===== src/rtl/lmu_pkg.sv =====
// lmu_pkg: shared widths, response record and helpers for the LMU request front-end.
package lmu_pkg;

    localparam int LMU_DW  = 32;
    localparam int LMU_BEW = 4;

    // One response per accepted request; writes carry zero data.
    typedef struct packed {
        logic              we;
        logic [LMU_DW-1:0] rdata;
    } lmu_rsp_t;

    // Build a response record, forcing the data field to zero for writes.
    function automatic lmu_rsp_t lmu_mk_rsp(input logic we, input logic [LMU_DW-1:0] rdata);
        lmu_rsp_t rsp;
        rsp.we    = we;
        rsp.rdata = we ? {LMU_DW{1'b0}} : rdata;
        return rsp;
    endfunction

endpackage


===== src/rtl/lmu_rsp_fifo.sv =====
// lmu_rsp_fifo: synchronous FIFO of lmu_rsp_t; the head is read from storage flops,
// so a push into an empty FIFO becomes visible one cycle later.
module lmu_rsp_fifo
    import lmu_pkg::*;
#(
    parameter int DEPTH = 4
) (
    input  logic     clk_i,
    input  logic     rst_i,
    input  logic     push,
    input  lmu_rsp_t push_data,
    input  logic     pop,
    output lmu_rsp_t head,
    output logic     full,
    output logic     empty
);

    localparam int PW = (DEPTH > 1) ? $clog2(DEPTH) : 1;
    localparam int CW = $clog2(DEPTH + 1);
    localparam logic [PW-1:0] PTR_LAST = PW'(DEPTH - 1);
    localparam logic [PW-1:0] PTR_ONE  = PW'(1);
    localparam logic [CW-1:0] CNT_FULL = CW'(DEPTH);
    localparam logic [CW-1:0] CNT_ONE  = CW'(1);

    lmu_rsp_t      mem_r [DEPTH];
    logic [PW-1:0] wr_ptr_r;
    logic [PW-1:0] rd_ptr_r;
    logic [CW-1:0] cnt_r;
    logic          push_s;
    logic          pop_s;

    // Modulo increment so non-power-of-two depths wrap correctly.
    function automatic logic [PW-1:0] ptr_next(input logic [PW-1:0] p);
        if (p == PTR_LAST) begin
            return {PW{1'b0}};
        end else begin
            return p + PTR_ONE;
        end
    endfunction

    assign full   = (cnt_r == CNT_FULL);
    assign empty  = (cnt_r == {CW{1'b0}});
    assign pop_s  = pop & ~empty;
    assign push_s = push & (~full | pop_s);
    assign head   = mem_r[rd_ptr_r];

    // Storage, pointers and occupancy; simultaneous push and pop are both honoured.
    always_ff @(posedge clk_i) begin
        if (rst_i) begin
            for (int i = 0; i < DEPTH; i++) begin
                mem_r[i] <= {$bits(lmu_rsp_t){1'b0}};
            end
            wr_ptr_r <= {PW{1'b0}};
            rd_ptr_r <= {PW{1'b0}};
            cnt_r    <= {CW{1'b0}};
        end else begin
            if (push_s) begin
                mem_r[wr_ptr_r] <= push_data;
                wr_ptr_r        <= ptr_next(wr_ptr_r);
            end
            if (pop_s) begin
                rd_ptr_r <= ptr_next(rd_ptr_r);
            end
            case ({push_s, pop_s})
                2'b10:   cnt_r <= cnt_r + CNT_ONE;
                2'b01:   cnt_r <= cnt_r - CNT_ONE;
                default: cnt_r <= cnt_r;
            endcase
        end
    end

endmodule


===== src/rtl/lmu_rsp_fifo_chk.sv =====
// lmu_rsp_fifo_chk: protocol checks for the response FIFO.
module lmu_rsp_fifo_chk (
    input logic clk_i,
    input logic rst_i,
    input logic push,
    input logic pop,
    input logic full
);

    // A push into a full FIFO is only legal when the head leaves in the same cycle.
    a_no_overflow: assert property (@(posedge clk_i) disable iff (rst_i) !(push && full && !pop));

endmodule


===== src/rtl/lmu_req_ctrl.sv =====
// lmu_req_ctrl: request front-end for the LMU single-port SRAM. Drives the RAM pins in
// the accept cycle, tracks read latency and returns in-order responses through a
// credit-protected FIFO so consumer backpressure never drops RAM read data.
module lmu_req_ctrl
    import lmu_pkg::*;
#(
    parameter int NUM_WORDS = 1024,
    parameter int RD_LAT    = 1,
    parameter int RSP_DEPTH = 4,
    localparam int AW       = $clog2(NUM_WORDS)
) (
    input  logic               clk_i,
    input  logic               rst_i,
    input  logic               req_valid_i,
    output logic               req_ready_o,
    input  logic               req_we_i,
    input  logic [AW-1:0]      req_addr_i,
    input  logic [LMU_DW-1:0]  req_wdata_i,
    input  logic [LMU_BEW-1:0] req_be_i,
    output logic               rsp_valid_o,
    input  logic               rsp_ready_i,
    output logic               rsp_we_o,
    output logic [LMU_DW-1:0]  rsp_rdata_o,
    output logic               sram_req_o,
    output logic               sram_we_o,
    output logic [AW-1:0]      sram_addr_o,
    output logic [LMU_DW-1:0]  sram_wdata_o,
    output logic [LMU_BEW-1:0] sram_be_o,
    input  logic [LMU_DW-1:0]  sram_rdata_i,
    output logic               idle_o
);

    localparam int CW = $clog2(RSP_DEPTH + 1);
    localparam logic [CW-1:0] CNT_MAX = CW'(RSP_DEPTH);
    localparam logic [CW-1:0] CNT_ONE = CW'(1);

    typedef struct packed {
        logic               we;
        logic [AW-1:0]      addr;
        logic [LMU_DW-1:0]  wdata;
        logic [LMU_BEW-1:0] be;
    } lmu_req_t;

    if ((RD_LAT != 1) && (RD_LAT != 2)) begin : g_bad_rd_lat
        $error("lmu_req_ctrl: RD_LAT must be 1 or 2");
    end
    if (RSP_DEPTH < (RD_LAT + 1)) begin : g_bad_rsp_depth
        $error("lmu_req_ctrl: RSP_DEPTH must be at least RD_LAT+1");
    end

    logic [CW-1:0]   cnt_r;
    logic [RD_LAT:1] pipe_vld_r;
    logic [RD_LAT:1] pipe_we_r;
    logic            acc_s;
    logic            pop_s;
    logic            push_s;
    logic            fifo_full_s;
    logic            fifo_empty_s;
    lmu_req_t        sram_s;
    lmu_rsp_t        push_data_s;
    lmu_rsp_t        head_s;

    // Credits cover every request from accept until its response is popped,
    // so the FIFO can never be asked to hold more than RSP_DEPTH entries.
    assign req_ready_o = ~rst_i & (cnt_r < CNT_MAX);
    assign acc_s       = req_valid_i & req_ready_o;
    assign pop_s       = ~fifo_empty_s & rsp_ready_i;
    assign idle_o      = (cnt_r == {CW{1'b0}});

    // Present the accepted request to the RAM; idle pins are held at zero.
    always_comb begin
        sram_s = {$bits(lmu_req_t){1'b0}};
        if (acc_s) begin
            sram_s.we    = req_we_i;
            sram_s.addr  = req_addr_i;
            sram_s.wdata = req_wdata_i;
            sram_s.be    = req_we_i ? req_be_i : {LMU_BEW{1'b0}};
        end else begin
            sram_s = {$bits(lmu_req_t){1'b0}};
        end
    end

    assign sram_req_o   = acc_s;
    assign sram_we_o    = sram_s.we;
    assign sram_addr_o  = sram_s.addr;
    assign sram_wdata_o = sram_s.wdata;
    assign sram_be_o    = sram_s.be;

    // Latency pipe: the last stage lines up with RAM read data for that request.
    always_ff @(posedge clk_i) begin
        if (rst_i) begin
            pipe_vld_r <= {RD_LAT{1'b0}};
            pipe_we_r  <= {RD_LAT{1'b0}};
        end else begin
            pipe_vld_r[1] <= acc_s;
            pipe_we_r[1]  <= acc_s & req_we_i;
            for (int k = 2; k <= RD_LAT; k++) begin
                pipe_vld_r[k] <= pipe_vld_r[k-1];
                pipe_we_r[k]  <= pipe_we_r[k-1];
            end
        end
    end

    // Credit counter: +1 per accept, -1 per response consumed.
    always_ff @(posedge clk_i) begin
        if (rst_i) begin
            cnt_r <= {CW{1'b0}};
        end else begin
            case ({acc_s, pop_s})
                2'b10:   cnt_r <= cnt_r + CNT_ONE;
                2'b01:   cnt_r <= cnt_r - CNT_ONE;
                default: cnt_r <= cnt_r;
            endcase
        end
    end

    assign push_s      = pipe_vld_r[RD_LAT];
    assign push_data_s = lmu_mk_rsp(pipe_we_r[RD_LAT], sram_rdata_i);

    lmu_rsp_fifo #(
        .DEPTH (RSP_DEPTH)
    ) u_rsp_fifo (
        .clk_i     (clk_i),
        .rst_i     (rst_i),
        .push      (push_s),
        .push_data (push_data_s),
        .pop       (pop_s),
        .head      (head_s),
        .full      (fifo_full_s),
        .empty     (fifo_empty_s)
    );

    lmu_rsp_fifo_chk u_rsp_fifo_chk (
        .clk_i (clk_i),
        .rst_i (rst_i),
        .push  (push_s),
        .pop   (pop_s),
        .full  (fifo_full_s)
    );

    assign rsp_valid_o = ~fifo_empty_s;
    assign rsp_we_o    = head_s.we;
    assign rsp_rdata_o = head_s.rdata;

endmodule


===== config.mk =====
export PLATFORM = sky130hd
export DESIGN_NAME = lmu_req_ctrl
export DESIGN_NICKNAME = d
export VERILOG_FILES = /design/src/rtl/lmu_pkg.sv /design/src/rtl/lmu_rsp_fifo.sv /design/src/rtl/lmu_rsp_fifo_chk.sv /design/src/rtl/lmu_req_ctrl.sv
export SDC_FILE = /design/constraint.sdc
export NUM_CORES = 1
export LEC_CHECK = 0
export ABC_AREA = 1
export CORE_MARGIN = 2
export CORE_UTILIZATION = 50
export CTS_CLUSTER_SIZE = 30
export DETAILED_ROUTE_END_ITERATION = 6
export PLACE_DENSITY = 0.91
export SYNTH_ARGS = -nofsm -noshare
export SYNTH_HDL_FRONTEND = slang
export SYNTH_SLANG_ARGS = --single-unit
export TNS_END_PERCENT = 10

===== constraint.sdc =====
create_clock -name clk_i -period 5.6 [get_ports clk_i]
set_input_delay 1.12 -clock clk_i [delete_from_list [all_inputs] [get_ports clk_i]]
set_output_delay 1.12 -clock clk_i [all_outputs]
set_load 0.01 [all_outputs]

Word level (Yosys, flattened, before mapping)

Memory sizes are Yosys's and may differ from the RTL's. A register that Yosys moved wholly into a read port is not among the register bits.
Cells that the tools add are included.

Flip-flop bits (word level): 12
Memory bits (writable): 132
Output and inout bits: 84
Word-level logic and storage cells: 53
Memories: 1

Memories:

| name             | depth | width | rd ports | clocked after memory_dff | wr ports | line               | source |
|---|---|---|---|---|---|---|---|
| u_rsp_fifo.mem_r | 4     | 33    | 1        | 1                        | 4        | lmu_rsp_fifo.sv:25 | `lmu_rsp_t mem_r [DEPTH];` |

Add/subtract/negate cells: 6
Order comparisons: 1
Eq/ne operators: 7
Muxes and demuxes: 17
Bitwise gates (word level): 10
Reduce and logical (&&, ||, !) cells: 5

Operator list:

| kind                | number |
|---|---|
| $mux 47             | 1 |
| $mux 33             | 1 |
| $reduce_or 33->1    | 1 |
| $mux 32             | 1 |
| $pmux 3 s2          | 2 |
| $mux 2              | 5 |
| $eq 2x2->1 const B  | 4 |
| $add 3x1->3 const B | 2 |
| $and 1x1->1         | 6 |
| $logic_not 3->1     | 2 |
| $mux 1              | 6 |
| $sub 3x1->3 const B | 2 |
| $add 2x1->2 const B | 2 |
| $eq 2x1->1 const B  | 2 |
| $mux 4              | 1 |
| $reduce_bool 2->1   | 2 |
| $eq 3x3->1 const B  | 1 |
| $lt 3x3->1 const B  | 1 |
| $not 1->1           | 3 |
| $or 1x1->1          | 1 |

Longest topological paths before layout

Gate-level depths: netlist of run 1.

Word-level depth: 11
Gate-level depth with buffers: 12
Depth with buffers taken out: 12

Hierarchy

Synthesis of run 1 repeated with hierarchy kept, for this count alone.

Cells, all modules: 768
Area total of the unflattened synthesis: 7200.7 um^2

Modules (own cells, without submodules):

| module       | instances | cells each | area each (um^2) | seq. area each (um^2) |
|---|---|---|---|---|
| lmu_rsp_fifo | 1         | 568        | 6228.5           | 4144.0 |
| lmu_req_ctrl | 1         | 200        | 972.2            | 100.1 |

Least setup slack after synthesis of run 1

OpenSTA, ideal clock, no wires.

Path type: in2reg
Start point: input rsp_ready_i
End point: memory u_rsp_fifo.mem_r[3][0] (netlist name) (enable)
Library setup time: 0.423 ns
Data arrival time: 2.921 ns
Path slack: 2.256 ns
Cell stages on the path: 5
Buffers on the path: 0
Cell sequence: nor2_2 nand2_1 nand3_1 a21oi_1 nor2_1

RTL lines:

| element     | line               | source |
|---|---|---|
| from (decl) | lmu_req_ctrl.sv:21 | `input logic rsp_ready_i,` |
| to (decl)   | lmu_rsp_fifo.sv:25 |  |

Final worst setup path of run 1

Start point: input rst_i
End point: output sram_wdata_o[29]

Cells in the longest elaborated chain, start to end: 4

Ends and longest elaborated chain:

| element     | line               | source |
|---|---|---|
| from (decl) | lmu_req_ctrl.sv:13 | `input logic rst_i,` |
| $not 1->1   | lmu_req_ctrl.sv:65 | `assign req_ready_o = ~rst_i & (cnt_r < CNT_MAX);` |
| $and 1x1->1 | lmu_req_ctrl.sv:65 |  |
| $and 1x1->1 | lmu_req_ctrl.sv:66 | `assign acc_s = req_valid_i & req_ready_o;` |
| $mux 47     | lmu_req_ctrl.sv:73 | `if (acc_s) begin` |
| to (decl)   | lmu_req_ctrl.sv:27 | `output logic [LMU_DW-1:0] sram_wdata_o,` |

No other way between the ends.

==> impl_metrics.env, run 1 <==
export IMPL_outcome="finished clean"
export IMPL_layout_commonest_cell="nor2_1"
export IMPL_power_leakage_nw=3.96
export IMPL_io_buffers=166
export IMPL_synth_cell_types=20
export IMPL_clk_path_buf_depth=2
export IMPL_grt_pass1_wl_microns=27800
export IMPL_slowest_delay_ns=0.55
export IMPL_gp_congestion=0.803
export IMPL_placed_cells=1068
export IMPL_dieArea_sq_mm=0.0148
export IMPL_final_util_pct=69.2
export IMPL_hold_ws_ns=0.482
export IMPL_antenna_found_initial=0
export IMPL_die_w_microns=122
export IMPL_clkSlewWorstSetupHoldPaths_ns=0.06
export IMPL_vias=5707
export IMPL_clkSinkCount=146
export IMPL_multiInputGateArea_sq_mm=0.00196
export IMPL_period_minus_slack_ns=4.57
export IMPL_slowest_stage="nand2_1"
export IMPL_syn_cell_area_sq_mm=0.00692
export IMPL_drt_initial_drc_count=587
export IMPL_drt_wirelength_per_cell_microns=16.4
export IMPL_setup_tns_ns=0
export IMPL_syn_area_per_cell_sq_um=9.14
export IMPL_core_region_area_sq_mm=0.0134
export IMPL_skew_ns=0.0107
export IMPL_syn_nets=846
export IMPL_worstSetupEndpointType="primary output"
export IMPL_worstPathRequired_ns=4.48
export IMPL_synth_compound_area_share_pct=9.07
export IMPL_cts_max_level=4
export IMPL_seq_area_frac_synth_pct=61.3
export IMPL_final_cell_mix="nor2_1 (256), clkdlybuf4s50_1 (166), edfxtp_1 (132)"
export IMPL_overflow=0
export IMPL_drt_pre_antenna_iters=5
export IMPL_cts_setup_buffers=0
export IMPL_min_path_type="register to register"
export IMPL_cp_max_fo=32
export IMPL_slew_viol_final=0
export IMPL_path_class="input pin to primary output"
export IMPL_synth_adder_area_share_pct=1.30
export IMPL_period_share_pct=81.6
export IMPL_synth_top_family_by_area="simple AND/OR/NAND/NOR gates"
export IMPL_cap_violations=0
export IMPL_dp_hpwl_microns=10900
export IMPL_slew_headroom_pct=27.9
export IMPL_clk_latency_ns=0.41
export IMPL_initial_core_util_pct=51.7
export IMPL_final_layout_size_suffix_gt1_share_pct=5.41
export IMPL_yosys_warnings=0
export IMPL_stdcell_count=1100
export IMPL_worstPathCellList="clkdlybuf4s50_1 -> nor2_1 -> nand2_1 -> buf_4 -> nor2_1 -> clkdlybuf4s50_1"
export IMPL_grt_pass1_vias=5744
export IMPL_rr_worst_depth=10
export IMPL_cts_tree="built"
export IMPL_die_height_microns=122
export IMPL_setup_viol=0
export IMPL_nets=1000
export IMPL_clock_fmax_ghz=0.219
export IMPL_hold_violations=0
export IMPL_yosys_area_share_simple_pct=17.8
export IMPL_cts_root_buf="clkbuf_16"
export IMPL_irDropWorstVdd_uv=254
export IMPL_start_kind="input pin"
export IMPL_rsz0062_at_grt="false"
export IMPL_track_usage_pct=25.0
export IMPL_drtAntennaViolNets=0
export IMPL_grt_max_degree=68
export IMPL_cts_buffers=17
export IMPL_holdPathEnd="u_rsp_fifo.cnt_r[2]"
export IMPL_syn_inst=757
export IMPL_worstPathArrival_ns=3.45
export IMPL_vias_per_cell=5.19
export IMPL_cts_hold_buf=0
export IMPL_ys_ff_latch=146
export IMPL_ioPinCount=167
export IMPL_hp_start="u_rsp_fifo.cnt_r[2]"
export IMPL_rrSetupSlack_ns=3.20
export IMPL_drc=0
export IMPL_cts_resized=0
export IMPL_areaGrowthSynthToFinish_pct=34.0
export IMPL_nFillCells=957
export IMPL_drt_total_wl_microns=18100
export IMPL_synthXorXnorAreaFrac_pct=0
export IMPL_r2r_end="cnt_r[2]"
export IMPL_r2r_start="cnt_r[2]"
export IMPL_muxShareOfSynthArea_pct=0
export IMPL_holdPathStages=2
export IMPL_power_mw=3.75
export IMPL_tightest_slew_ns=1.08
export IMPL_num_antenna_cells=0
export IMPL_register_area_sq_mm=0.00425
export IMPL_rows=42
export IMPL_powerDensity_mw_per_mm2=404
==> layout make-up <==
type / count / share of cell area [%]
sequential: 146 / 45.8
multi-input combinational: 440 / 21.1
timing repair buffer: 177 / 18.8
inverter: 129 / 5.22
clock buffer: 19 / 4.67
tap: 176 / 2.37
clock inverter: 13 / 2.05
==> worst max-delay path by stage <==
stage / startpoint / end / slack [ns]
after CTS: rst_i / sram_wdata_o[29] / 1.03
after detailed placement: rst_i / sram_wdata_o[29] / 1.04
after global routing: rst_i / sram_wdata_o[29] / 0.80
final: rst_i / sram_wdata_o[29] / 1.03
after floorplan: rsp_ready_i / u_rsp_fifo.mem_r[3][0] / 2.26
after global placement: rst_i / sram_wdata_o[25] / 1.13
==> critical path: cells and delay by family <==
family	cells	cell delay, ns
buffers and inverters	3	1.48
AND/OR/NAND/NOR	3	0.85
==> routing by layer <==
metal	part of all wire, %	track usage (%)
met5	0	0
met4	2.2	8.98
met3	8.8	5.85
met2	53	46.4
met1	36	27.9
==> metrics by stage <==
stage / cell area [sq um] / setup slack, ns
after floorplan: 6920 / 2.26
after global placement: 8650 / 1.13
after detailed placement: 8650 / 1.04
after CTS: 9280 / 1.03
after global routing: 9280 / 0.803
final: 9280 / 1.03
==> cell usage after synthesis <==
master / instances / area [sq um]
buf_6: 9 / 101
nand2_1: 54 / 203
nand4_2: 3 / 37.5
fa_1: 2 / 40.0
buf_2: 5 / 25.0
nor2_1: 257 / 965
nand3_1: 2 / 10.0
inv_2: 3 / 11.3
edfxtp_1: 132 / 3960
ha_1: 4 / 50.1
a21oi_1: 8 / 40.0
inv_1: 126 / 473
o21ai_0: 73 / 365
dfxtp_1: 14 / 280
nor2_2: 2 / 12.5
nor3_1: 1 / 5.00
a21oi_4: 1 / 16.3
clkbuf_1: 25 / 93.8
buf_4: 3 / 22.5
o22ai_1: 33 / 206
==> cells by family after synthesis <==
logic type / after synthesis
AO/OA/AOI/OAI: 115
adder cells (fa/ha/maj): 6
buffers and inverters: 171
flip-flops: 146
AND/OR/NAND/NOR: 319
==> report_power, final <==
group          internal, mW  leakage [nW]  switching, mW
registers              1.30          1.49         0.0389
clock network         0.783         0.307          0.415
logic                 0.532          2.17          0.683
total                  2.61          3.96           1.14
==> registers in the layout (all words and copies together) (netlist names), named ones only <==
name	flops
u_rsp_fifo.mem_r	132
cnt_r	3
u_rsp_fifo.cnt_r	3
u_rsp_fifo.rd_ptr_r	2
u_rsp_fifo.wr_ptr_r	2
pipe_vld_r	1
pipe_we_r	1
Power figures use the tool's default switching activity.
==> run 2: changes to the inputs <==
CORE_UTILIZATION = 45   (was 50)
PLACE_DENSITY = 0.87   (was 0.91)
clock period = 4 ns   (was 5.6 ns; I/O delays follow)
==> impl_metrics.env, run 2 (same netlist as run 1, synthesis figures left out) <==
export IMPL_cap_violations=0
export IMPL_layout_commonest_cell="nor2_1"
export IMPL_drt_wirelength_per_cell_microns=15.6
export IMPL_outcome="finished clean"
export IMPL_vias_per_cell=5.12
export IMPL_io_buffers=166
export IMPL_die_height_microns=128
export IMPL_drt_pre_antenna_iters=5
export IMPL_grt_pass1_vias=5710
export IMPL_final_layout_size_suffix_gt1_share_pct=6.37
export IMPL_dp_hpwl_microns=11100
export IMPL_slew_headroom_pct=38.2
export IMPL_setup_tns_ns=0
export IMPL_cts_root_buf="clkbuf_16"
export IMPL_hold_violations=0
export IMPL_num_antenna_cells=0
export IMPL_final_area_sq_mm=0.00925
export IMPL_vias=5707
export IMPL_path_class="input pin to primary output"
export IMPL_hold_ws_ns=0.506
export IMPL_worstPathRequired_ns=3.20
export IMPL_clk_latency_ns=0.42
export IMPL_dieArea_sq_mm=0.0164
export IMPL_placed_cells=1082
export IMPL_areaGrowthSynthToFinish_pct=33.7
export IMPL_clock_fmax_ghz=0.287
export IMPL_power_leakage_nw=3.91
export IMPL_stdcell_count=1114
export IMPL_die_w_microns=128
export IMPL_initial_core_util_pct=45.9
export IMPL_period_minus_slack_ns=3.49
export IMPL_largest_reg_flops=132
export IMPL_grt_max_degree=67
export IMPL_clkSlewWorstSetupHoldPaths_ns=0.06
export IMPL_setup_ws_ns=0.513
export IMPL_cts_setup_buffers=0
export IMPL_rows=45
export IMPL_core_region_area_sq_mm=0.0151
export IMPL_final_cell_mix="nor2_1 (256), clkdlybuf4s50_1 (166), edfxtp_1 (132)"
export IMPL_antenna_found_initial=0
export IMPL_slew_viol_final=0
export IMPL_drtAntennaViolNets=0
export IMPL_irDropWorstVdd_uv=340
export IMPL_powerDensity_mw_per_mm2=546
export IMPL_overflow=0
export IMPL_rsz0062_at_grt="false"
export IMPL_cts_buffers=17
export IMPL_nets=1002
export IMPL_period_share_pct=87.2
export IMPL_drt_total_wl_microns=17400
export IMPL_ioPinCount=167
export IMPL_clk_path_buf_depth=2
export IMPL_place_ws_ns=0.510
export IMPL_reg_largest_list="u_rsp_fifo.mem_r (132), cnt_r (3), u_rsp_fifo.cnt_r (3)"
export IMPL_cts_hold_buf=0
export IMPL_start_kind="input pin"
export IMPL_placed_cell_area_sq_mm=0.00869
export IMPL_clkSinkCount=146
export IMPL_track_usage_pct=22.1
export IMPL_top_register="u_rsp_fifo.mem_r"
export IMPL_gp_congestion=0.824
export IMPL_cp_max_fo=47
export IMPL_power_mw=5.06
export IMPL_cts_resized=0
export IMPL_final_util_pct=61.3
export IMPL_cts_tree="built"
export IMPL_grt_pass1_wl_microns=27600
export IMPL_setup_viol=0
export IMPL_min_path_type="register to register"
export IMPL_drc=0
export IMPL_nFillCells=1206
export IMPL_drt_initial_drc_count=639
export IMPL_tightest_slew_ns=0.924
export IMPL_worstSetupEndpointType="primary output"
export IMPL_worstPathArrival_ns=2.69
export IMPL_cts_max_level=4
export IMPL_skew_ns=0.00522
## run 2: changes by cell type in the layout (fill, tap and decap cells not counted)
cell        change
clkinv_2        -4
clkinv_4        +2
buf_4           +2
nand2_1         -3
bufinv_16       -4
clkinvlp_4      +8
inv_6           +2
clkbuf_1        -2
nand2_2         +3
clkinv_1        -2
## run 2: cell type report
cell class	count	area, sq um	area share [%]
clock buffer	17	425	4.60
clock inverter	15	138	1.49
inverter	129	484	5.23
multi-input combinational	440	1970	21.2
sequential	146	4250	45.9
tap	188	235	2.54
timing repair buffer	179	1760	19.0
## run 2: path summary, 6_finish.rpt
path / from / end / slack, ns / cells past startpoint
max reg2reg: u_rsp_fifo.cnt_r[1] / u_rsp_fifo.cnt_r[2] / 1.97 / 11
min reg2reg: u_rsp_fifo.cnt_r[2] / u_rsp_fifo.cnt_r[2] / 0.51 / 2
max: rst_i / sram_we_o / 0.51 / 8
min: u_rsp_fifo.cnt_r[2] / u_rsp_fifo.cnt_r[2] / 0.51 / 2
## run 2: critical path, stage by stage
cell and delay, ns:
clkdlybuf4s50_1 0.57, nor2_1 0.08, nand2_1 0.11, buf_4 0.39, inv_1 0.10, nand2_1 0.09, inv_1 0.04, clkdlybuf4s50_1 0.47
## run 2: report_power, final
part / total [mW] / leakage [nW] / switching (mW) / internal [mW]
Sequential: 1.87 / 1.49 / 0.0575 / 1.82
Clock: 1.49 / 0.248 / 0.630 / 0.856
Combinational: 1.70 / 2.18 / 0.941 / 0.755
## run 2: metal layers
layer	GRT usage, %	vias to the layer above	share of wire (%)	wire length (microns)
met2	39.7	288	52	9100
met3	5.76	32	8.5	1480
met1	24.9	2656	37	6390
met4	9.83	0	2.5	427
li1	-	2731	-	-
met5	0	-	0	0
